===== src/rtl/prog_loader.sv =====
// prog_loader: streams a program image into instruction and data memories, then releases the CPU.
// Define LOADER_VERIFY_EN to compile in a checksum-checked readback pass before RUN.
module prog_loader #(
    parameter int IMEM_WORDS = 512,
    parameter int DMEM_WORDS = 1024
) (
    input  logic        clk,
    input  logic        arst_n,
    input  logic        start,
    input  logic        stop,
    input  logic [9:0]  i_count,
    input  logic [10:0] d_count,
    input  logic        s_valid,
    input  logic [63:0] s_data,
    output logic        s_ready,
    output logic [63:0] addr_ext,
    output logic        wen_ext,
    output logic        ren_ext,
    output logic [31:0] wdata_ext,
    input  logic [31:0] rdata_ext,
    output logic [63:0] addr_ext_2,
    output logic        wen_ext_2,
    output logic        ren_ext_2,
    output logic [63:0] wdata_ext_2,
    input  logic [63:0] rdata_ext_2,
    output logic        cpu_enable,
    output logic        busy,
    output logic        done,
    output logic        error,
    output logic [2:0]  o_dbg_state,
    output logic [63:0] o_dbg_csum
);

    localparam logic [10:0] IMEM_MAX = 11'(IMEM_WORDS);
    localparam logic [11:0] DMEM_MAX = 12'(DMEM_WORDS);

    typedef enum logic [2:0] {
        S_IDLE     = 3'd0,
        S_LOAD_I   = 3'd1,
        S_LOAD_D   = 3'd2,
`ifdef LOADER_VERIFY_EN
        S_VERIFY_I = 3'd3,
        S_VERIFY_D = 3'd4,
`endif
        S_RUN      = 3'd5
    } state_t;

    state_t      r_state;
    state_t      w_next;
    state_t      w_post_load;
    logic [9:0]  r_i_count;
    logic [10:0] r_d_count;
    logic [10:0] r_cnt;
    logic        r_drain;
    logic        r_s_ready;
    logic        r_wen_i;
    logic        r_wen_d;
    logic        r_cpu_enable;
    logic        r_busy;
    logic        r_done;
    logic        r_error;
    logic [63:0] r_addr_i;
    logic [63:0] r_addr_d;
    logic [31:0] r_wdata_i;
    logic [63:0] r_wdata_d;
    logic [63:0] r_csum;
    logic        w_xfer;
    logic        w_cnt_bad;
    logic        w_last_i;
    logic        w_last_d;
    logic        w_drain_set;

    // Stream handshake: a word moves on every rising edge where s_valid && s_ready;
    // s_valid may drop at any time (stall), s_ready depends only on loader state.
    assign w_xfer    = s_valid && r_s_ready;
    assign w_cnt_bad = ({1'b0, i_count} > IMEM_MAX) || ({1'b0, d_count} > DMEM_MAX);
    assign w_last_i  = (r_cnt + 11'd1) == {1'b0, r_i_count};
    assign w_last_d  = (r_cnt + 11'd1) == r_d_count;
    // After the final transfer the loader holds one extra cycle so the last write lands outside RUN.
    assign w_drain_set = !stop && w_xfer &&
                         ((r_state == S_LOAD_I && w_last_i && r_d_count == 11'd0) ||
                          (r_state == S_LOAD_D && w_last_d));

`ifdef LOADER_VERIFY_EN
    logic [63:0] r_rcsum;
    logic        r_ren_i;
    logic        r_ren_d;
    logic        r_pend_i;
    logic        r_pend_d;
    logic        w_vi_done;
    logic        w_vd_done;
    logic        w_match;

    assign w_vi_done = (r_cnt == {1'b0, r_i_count}) && !r_ren_i && !r_pend_i;
    assign w_vd_done = (r_cnt == r_d_count) && !r_ren_d && !r_pend_d;
    assign w_match   = (r_rcsum == r_csum);
    assign ren_ext   = r_ren_i;
    assign ren_ext_2 = r_ren_d;

    always_comb begin
        if (r_i_count != 10'd0)      w_post_load = S_VERIFY_I;
        else if (r_d_count != 11'd0) w_post_load = S_VERIFY_D;
        else                         w_post_load = S_RUN;
    end
`else
    logic w_unused_rdata;

    assign w_unused_rdata = ^{rdata_ext, rdata_ext_2};
    assign ren_ext        = 1'b0;
    assign ren_ext_2      = 1'b0;
    assign w_post_load    = S_RUN;
`endif

    always_comb begin
        w_next = r_state;
        case (r_state)
            S_IDLE: begin
                if (start && !w_cnt_bad) begin
                    if (i_count != 10'd0)      w_next = S_LOAD_I;
                    else if (d_count != 11'd0) w_next = S_LOAD_D;
                    else                       w_next = S_RUN;
                end
            end
            S_LOAD_I: begin
                if (w_xfer && w_last_i && r_d_count != 11'd0) w_next = S_LOAD_D;
                else if (r_drain)                              w_next = w_post_load;
            end
            S_LOAD_D: begin
                if (r_drain) w_next = w_post_load;
            end
`ifdef LOADER_VERIFY_EN
            S_VERIFY_I: begin
                if (w_vi_done) begin
                    if (r_d_count != 11'd0) w_next = S_VERIFY_D;
                    else                    w_next = w_match ? S_RUN : S_IDLE;
                end
            end
            S_VERIFY_D: begin
                if (w_vd_done) w_next = w_match ? S_RUN : S_IDLE;
            end
`endif
            S_RUN:   w_next = S_RUN;
            default: w_next = S_IDLE;
        endcase
        if (stop) w_next = S_IDLE;
    end

    always_ff @(posedge clk) begin
        if (!arst_n) begin
            r_state      <= S_IDLE;
            r_i_count    <= '0;
            r_d_count    <= '0;
            r_cnt        <= '0;
            r_drain      <= 1'b0;
            r_s_ready    <= 1'b0;
            r_wen_i      <= 1'b0;
            r_wen_d      <= 1'b0;
            r_cpu_enable <= 1'b0;
            r_busy       <= 1'b0;
            r_done       <= 1'b0;
            r_error      <= 1'b0;
            r_addr_i     <= '0;
            r_addr_d     <= '0;
            r_wdata_i    <= '0;
            r_wdata_d    <= '0;
            r_csum       <= '0;
`ifdef LOADER_VERIFY_EN
            r_rcsum      <= '0;
            r_ren_i      <= 1'b0;
            r_ren_d      <= 1'b0;
            r_pend_i     <= 1'b0;
            r_pend_d     <= 1'b0;
`endif
        end else begin
            r_state      <= w_next;
            r_s_ready    <= (w_next == S_LOAD_I || w_next == S_LOAD_D) && !w_drain_set;
            r_cpu_enable <= (w_next == S_RUN);
            r_busy       <= (w_next != S_IDLE) && (w_next != S_RUN);
            r_done       <= (w_next == S_RUN) && (r_state != S_RUN);
            r_drain      <= w_drain_set;
            r_wen_i      <= 1'b0;
            r_wen_d      <= 1'b0;
`ifdef LOADER_VERIFY_EN
            r_ren_i      <= 1'b0;
            r_ren_d      <= 1'b0;
            r_pend_i     <= r_ren_i;
            r_pend_d     <= r_ren_d;
`endif
            if (!stop) begin
                case (r_state)
                    S_IDLE: begin
                        if (start) begin
                            if (w_cnt_bad) begin
                                r_error <= 1'b1;
                            end else begin
                                r_error   <= 1'b0;
                                r_i_count <= i_count;
                                r_d_count <= d_count;
                                r_cnt     <= '0;
                                r_csum    <= '0;
`ifdef LOADER_VERIFY_EN
                                r_rcsum   <= '0;
`endif
                            end
                        end
                    end
                    S_LOAD_I: begin
                        if (w_xfer) begin
                            r_wen_i   <= 1'b1;
                            r_addr_i  <= {51'd0, r_cnt, 2'b00};
                            r_wdata_i <= s_data[31:0];
                            r_csum    <= r_csum ^ {32'd0, s_data[31:0]};
                            r_cnt     <= w_last_i ? 11'd0 : r_cnt + 11'd1;
                        end
                    end
                    S_LOAD_D: begin
                        if (w_xfer) begin
                            r_wen_d   <= 1'b1;
                            r_addr_d  <= {50'd0, r_cnt, 3'b000};
                            r_wdata_d <= s_data;
                            r_csum    <= r_csum ^ s_data;
                            r_cnt     <= w_last_d ? 11'd0 : r_cnt + 11'd1;
                        end
                    end
`ifdef LOADER_VERIFY_EN
                    S_VERIFY_I: begin
                        if (r_pend_i) r_rcsum <= r_rcsum ^ {32'd0, rdata_ext};
                        if (w_vi_done) begin
                            r_cnt <= '0;
                            if (r_d_count == 11'd0 && !w_match) r_error <= 1'b1;
                        end else if (r_cnt != {1'b0, r_i_count}) begin
                            r_ren_i  <= 1'b1;
                            r_addr_i <= {51'd0, r_cnt, 2'b00};
                            r_cnt    <= r_cnt + 11'd1;
                        end
                    end
                    S_VERIFY_D: begin
                        if (r_pend_d) r_rcsum <= r_rcsum ^ rdata_ext_2;
                        if (w_vd_done) begin
                            r_cnt <= '0;
                            if (!w_match) r_error <= 1'b1;
                        end else if (r_cnt != r_d_count) begin
                            r_ren_d  <= 1'b1;
                            r_addr_d <= {50'd0, r_cnt, 3'b000};
                            r_cnt    <= r_cnt + 11'd1;
                        end
                    end
`endif
                    default: ;
                endcase
            end
        end
    end

    assign s_ready     = r_s_ready;
    assign addr_ext    = r_addr_i;
    assign wen_ext     = r_wen_i;
    assign wdata_ext   = r_wdata_i;
    assign addr_ext_2  = r_addr_d;
    assign wen_ext_2   = r_wen_d;
    assign wdata_ext_2 = r_wdata_d;
    assign cpu_enable  = r_cpu_enable;
    assign busy        = r_busy;
    assign done        = r_done;
    assign error       = r_error;
    assign o_dbg_state = r_state;
    assign o_dbg_csum  = r_csum;

endmodule

===== config.mk =====
export PLATFORM = sky130hd
export DESIGN_NAME = prog_loader
export DESIGN_NICKNAME = d
export VERILOG_FILES = /design/src/rtl/prog_loader.sv
export SDC_FILE = /design/constraint.sdc
export NUM_CORES = 1
export LEC_CHECK = 0
export ABC_CLOCK_PERIOD_IN_PS = 3800
export CAP_MARGIN = 5
export CORE_AREA = 2 2 189 191
export DETAILED_ROUTE_END_ITERATION = 10
export DIE_AREA = 0 0 191 193
export SLEW_MARGIN = 20
export SYNTH_ARGS = -nofsm -noshare
export SYNTH_HDL_FRONTEND = slang
export SYNTH_SLANG_ARGS = --single-unit

===== constraint.sdc =====
create_clock -name clk -period 3.8 [get_ports clk]
set_clock_uncertainty 0.2 [all_clocks]
set_input_delay 1.14 -clock clk [delete_from_list [all_inputs] [get_ports clk]]
set_output_delay 1.14 -clock clk [all_outputs]
set_load 0.01 [all_outputs]

# Word-level counts from Yosys, hierarchy flattened
# Cells that the tools add are included.
[totals] out_inout_bits=300 input_bits=186 ff_bits=225 word_cells=94
[classes] n_eq_ne=14 mux=21 n_reduce_logical=32 bitwise_logic=7 n_lt_le_gt_ge=2 add_sub_neg=1
[ops] cell="2-to-1 mux 64 bit" count=4
[ops] cell="case mux 64 bit (3 select lines)" count=1
[ops] cell="2-to-1 mux 11 bit" count=6
[ops] cell="XOR 64 x 32 -> 64 bit" count=1
[ops] cell="XOR 64 bit" count=1
[ops] cell="case mux 11 bit (3 select lines)" count=1
[ops] cell="nonzero test 11 bit" count=2
[ops] cell="2-to-1 mux 3 bit" count=6
[ops] cell="logical AND 1 bit" count=12
[ops] cell="case mux 3 bit (4 select lines)" count=1
[ops] cell="adder 11 x 1 -> 11 bit (second input constant)" count=1
[ops] cell="equality test 11 x 10 -> 1 bit" count=1
[ops] cell="equality test 11 bit" count=1
[ops] cell="greater-than comparator 11 bit (second input constant)" count=1
[ops] cell="logical NOT 11 bit" count=1
[ops] cell="greater-than comparator 10 bit (second input constant)" count=1
[ops] cell="nonzero test 10 bit" count=1
[ops] cell="AND reduction 3 bit" count=3
[ops] cell="inequality test 2 bit (second input constant)" count=4
[ops] cell="equality test 3 x 1 -> 1 bit (second input constant)" count=2
[ops] cell="equality test 3 x 2 -> 1 bit (second input constant)" count=2
[ops] cell="equality test 3 bit (second input constant)" count=2
[ops] cell="inequality test 3 bit (second input constant)" count=2
[ops] cell="AND reduction 6 bit" count=1
[ops] cell="other kinds (8)" count=19

# Longest topological paths before layout
[depth] ltp_word=10 ltp_mapped=12 ltp_nobuf=9

# Worst setup path after synthesis
# No wires, ideal clock.
[synth_timing] path_type="input to register" from="in start" to="reg r_cnt[8]" path_stages=9 n_path_buf=2 setup_slack_ps=327 arrival_time_ps=3188 required_ps=3514 setup_time_ps=86 cell_sequence="or4b_4 or2_1 a221o_1 buf_6 and3_1 buf_6 or3_4 xnor2_2 a211oi_1"
[synth_via] elab_chain_cells=2
[synth_lines] element="start: declaration" line_no="9" rtl="input logic start,"
[synth_lines] element="inequality test 2 bit (no line)"
[synth_lines] element="AND reduction 6 bit (no line)"
[synth_lines] element="end signal: assignment" line_no="213" rtl="r_cnt <= w_last_i ? 11'd0 : r_cnt + 11'd1;"
[synth_lines] element="end signal: assignment" line_no="222" rtl="r_cnt <= w_last_d ? 11'd0 : r_cnt + 11'd1;"
[synth_lines] element="end: declaration" line_no="53" rtl="logic [10:0] r_cnt;"
# Every way passes these cells.
# A chain may end at the register's enable or synchronous reset.

# Worst setup path in the final report
[layout_timing] from="reg r_cnt[4]" to="reg r_s_ready, in the netlist s_ready"
[layout_via] elab_chain_cells=10 word_cells_on_any_way=18 classes_between="add/sub: 1; eq/ne: 4; mux: 3; reduce/logical: 10"
[layout_lines] element="adder 11 x 1 -> 11 bit (*)" line_no="77, 78"
[layout_lines] element="equality test 11 x 10 -> 1 bit" line_no="77" rtl="assign w_last_i = (r_cnt + 11'd1) == {1'b0, r_i_count};"
[layout_lines] element="logical AND 1 bit (2 in a row)" line_no="125" rtl="if (w_xfer && w_last_i && r_d_count != 11'd0) w_next = S_LOAD_D;"
[layout_lines] element="2-to-1 mux 3 bit" line_no="125"
[layout_lines] element="case mux 3 bit (4 select lines)" line_no="116" rtl="case (r_state)"
[layout_lines] element="2-to-1 mux 3 bit" line_no="145" rtl="if (stop) w_next = S_IDLE;"
[layout_lines] element="equality test 3 x 1 -> 1 bit / equality test 3 x 2 -> 1 bit (equally long branches)" line_no="176" rtl="r_s_ready <= (w_next == S_LOAD_I || w_next == S_LOAD_D) && !w_drain_set;"
[layout_lines] element="logical OR 1 bit" line_no="176"
[layout_lines] element="logical AND 1 bit (*)" line_no="176"
[layout_lines] element="end signal: assignment" line_no="176"
[layout_lines] element="end: declaration" line_no="55" rtl="logic r_s_ready;"
# Mark *: on every way between the ends. The rest lies on a longest branch, timed or not.

==> impl_metrics.toml <==
[finish]
regArea_um2 = 4500
nFillCells = 3563
final_nets = 1688
multiInputGateArea_um2 = 4720
layout-drive-gt1-share = 0.0619
area_growth_syn_to_layout_pct = 39.6
fin_util = 0.397
final_cell_area_um2 = 13900
antenna_cells = 0

[setup_path]
cp_slowest_stage_delay_ns = 0.73
ff2ff_path_depth = 9
end_kind = "flop"
critPathBufInv = 1
rrSetupSlack_ns = 0.39
path_cells = "nand4_1 -> buf_4 -> o211ai_1 -> nand3_1 -> a2111oi_0 -> nand4b_1 -> a31oi_1 -> nor3b_1 -> nor2b_1"
crit_type = "reg2reg"
critical-path-top-delay-family = "simple AND/OR/NAND/NOR gates"
cp_slowest_cell = "dfxtp_1"
cp.arrival_ns = 3.69
crit_path_max_fanout = 14
cp-start-kind = "flop"
reg2reg_to = "s_ready"
worstPathRequired_ns = 4.08
r2r-start = "r_cnt[4]"

[logic_synthesis]
synthArstFlopShare = 0
avgSynthCellArea_um2 = 8.15
ys_seq_elements = 225
synth_cells = 1220
synth_top_cell_area_share = 0.453
syn_area_um2 = 9940
synthFlopType = "dfxtp_1"
ys_types = 53
yosysTopAreaCell = "dfxtp_1"
synth_warnings = 0
synth-edff-count = 0
ys_top_cells_by_area = "dfxtp_1 (45%), nand2_1 (12%), buf_4 (8.2%)"
yosysSeqAreaShare = 0.453

[drt]
vias = 8813
viasPerCell = 4.45
drt-initial-drc-count = 344
drc = 0
first_pass_iters = 5
final_antenna_net_count = 0
totalWireLength_um = 30700
wl_per_cell_um = 15.5

[grt]
grt_pass1_vias = 8354
antenna_found_initial = 0
grt-ovfl-total = 0
grt_use_total = 0.160
grt_pass1_wl_um = 46700
grt_max_degree = 151

[hold_path]
hold_path_depth = 2
hold_path_class = "reg2reg"
hp-start = "wdata_ext[23]"
hold_end = "wdata_ext[23]"

[floorplan]
die_height_um = 193
die_w_um = 191
die_area_um2 = 36900
initial_core_util = 0.284
rows = 69
fp.coreArea_um2 = 35000
ioPinCount = 486

[job]
maxCapViolCount = 0

[sta]
period_minus_slack_ns = 3.41
finalMaxSlewViolations = 0
max_slew_margin = 0.426
fmax_mhz = 294
worst_slew_pin_slew_ns = 0.861
holdWs_ns = 0.252
period_share = 0.896
setup_violations = 0
fin_ws_ns = 0.393
grt_setup_unrepaired = "false"
final-hold-violation-count = 0

[clocking]
cts_tree = "built"
cts_setup_buffers = 0
htree_levels = 1
cts_max_path_buffers = 3
post_cts_resized = 0
clk_pin_slew_ns = 0.06
clock_latency_ns = 0.55
cts_inserted_buffers = 26
hold_buffers = 0
cts.sinks = 225
clock-root-buffer = "clkbuf_16"

[placed_design]
gp_congestion = 0.895
place_area_um2 = 13000
io_buffers = 281
pre_cts_ws_ns = -0.165
hpwl_um = 21200

[power]
peakVddDrop_mv = 0.307
power-per-cell-area_nw_per_um2 = 374
p_leak_uw = 0.00513
finalPower_uw = 5190

[status]
status = "finished, final reports clean"
[flip-flops by register name, indices dropped and copies added, names as in the netlist]
signal,flops
o_dbg_csum,64
wdata_ext_2,64
wdata_ext,32
addr_ext,11
addr_ext_2,11
r_cnt,11
r_d_count,11
r_i_count,10
o_dbg_state,3
busy,1
cpu_enable,1
done,1
error,1
r_drain,1
s_ready,1
wen_ext,1
wen_ext_2,1
[area by class of cell]
cell class / instances / share of cell area
flip-flops and latches: 225 / 0.325
inverters: 5 / 0.00153
clock inverters: 9 / 0.00785
multi-input cells: 918 / 0.340
repair buffers: 325 / 0.233
well taps: 461 / 0.0416
clock buffers: 37 / 0.0513
[worst max path at each step]
stage	start	to	slack [ns]	cells after the start
final	r_cnt[4]	s_ready	0.39	9
after global routing	r_cnt[4]	s_ready	0.16	9
after CTS	start	r_cnt[7]	0.40	10
after detailed placement	start	o_dbg_csum[44]	-0.17	10
after global placement	start	o_dbg_csum[35]	-0.14	10
after floorplan	start	r_cnt[8]	0.33	9
[worst register-to-register path, delay by kind of cell, from the launching register on]
family / cells / cell delay [ns]
and+or+nand+nor: 5 / 1.10
AOI/OAI and AO/OA: 3 / 1.09
DFF: 1 / 0.73
buffers and inverters: 1 / 0.22
[metrics by stage]
step,setup TNS (ns),instances
2_1_floorplan,0,1327
3_3_place_gp,-6.29,1934
3_5_place_dp,-8.38,1934
4_1_cts,0,1980
5_1_grt,0,1980
6_report,0,1980
[cells by family after synthesis]
family / Yosys count / synth area share
AND/OR/NAND/NOR: 516 / 0.218
other: 1 / 0.000377
buffers and inverters: 184 / 0.116
AO/OA/AOI/OAI: 175 / 0.101
flip-flops: 225 / 0.453
multiplexers: 22 / 0.0222
XOR/XNOR: 96 / 0.0881
adder cells (fa/ha/maj): 1 / 0.00126
[power by group]
| part | total (uW) | switching [uW] | internal, uW |
|---|---|---|---|
| clock | 2430 | 997 | 1440 |
| sequential | 2400 | 17.1 | 2380 |
| combinational | 359 | 194 | 165 |
| total | 5190 | 1210 | 3980 |
[Yosys cell counts, drive strengths merged (8+ instances only)]
library cell and number:
a211oi 10, a21oi 125, buf 122, clkbuf 57, dfxtp 225, mux2i 22
nand2 329, nand3 13, nor2 105, nor2b 8, nor3 13, o21ai 8
xnor2 15, xor2 79
[placed cells by master (no fill, tap or decap), types with 6 or more instances in the layout]
cell type / Yosys / final
nand2_1: 329 / 327
clkdlybuf4s50_1: 0 / 281
dfxtp_1: 225 / 225
a21oi_1: 125 / 125
conb_1: 1 / 108
nor2_1: 104 / 104
xor2_1: 79 / 79
buf_4: 108 / 37
clkbuf_16: 0 / 26
mux2i_1: 22 / 22
xnor2_1: 14 / 14
nand3_1: 13 / 11
nor3_1: 12 / 10
a211oi_1: 10 / 10
clkbuf_1: 57 / 9
o21ai_0: 8 / 8
nor2b_1: 8 / 8
buf_12: 0 / 7
and2_1: 6 / 6
and3_1: 6 / 6
nand4_1: 6 / 6
nor4_1: 6 / 6
[routing by layer]
metal | global-route usage | up-vias | part of all wire
met1 | 0.194 | 4133 | 0.41
met5 | 0 | - | 0
li1 | - | 4310 | -
met2 | 0.275 | 333 | 0.48
met3 | 0.0547 | 37 | 0.095
met4 | 0.0370 | 0 | 0.019
(Power assumes the default switching activity.)
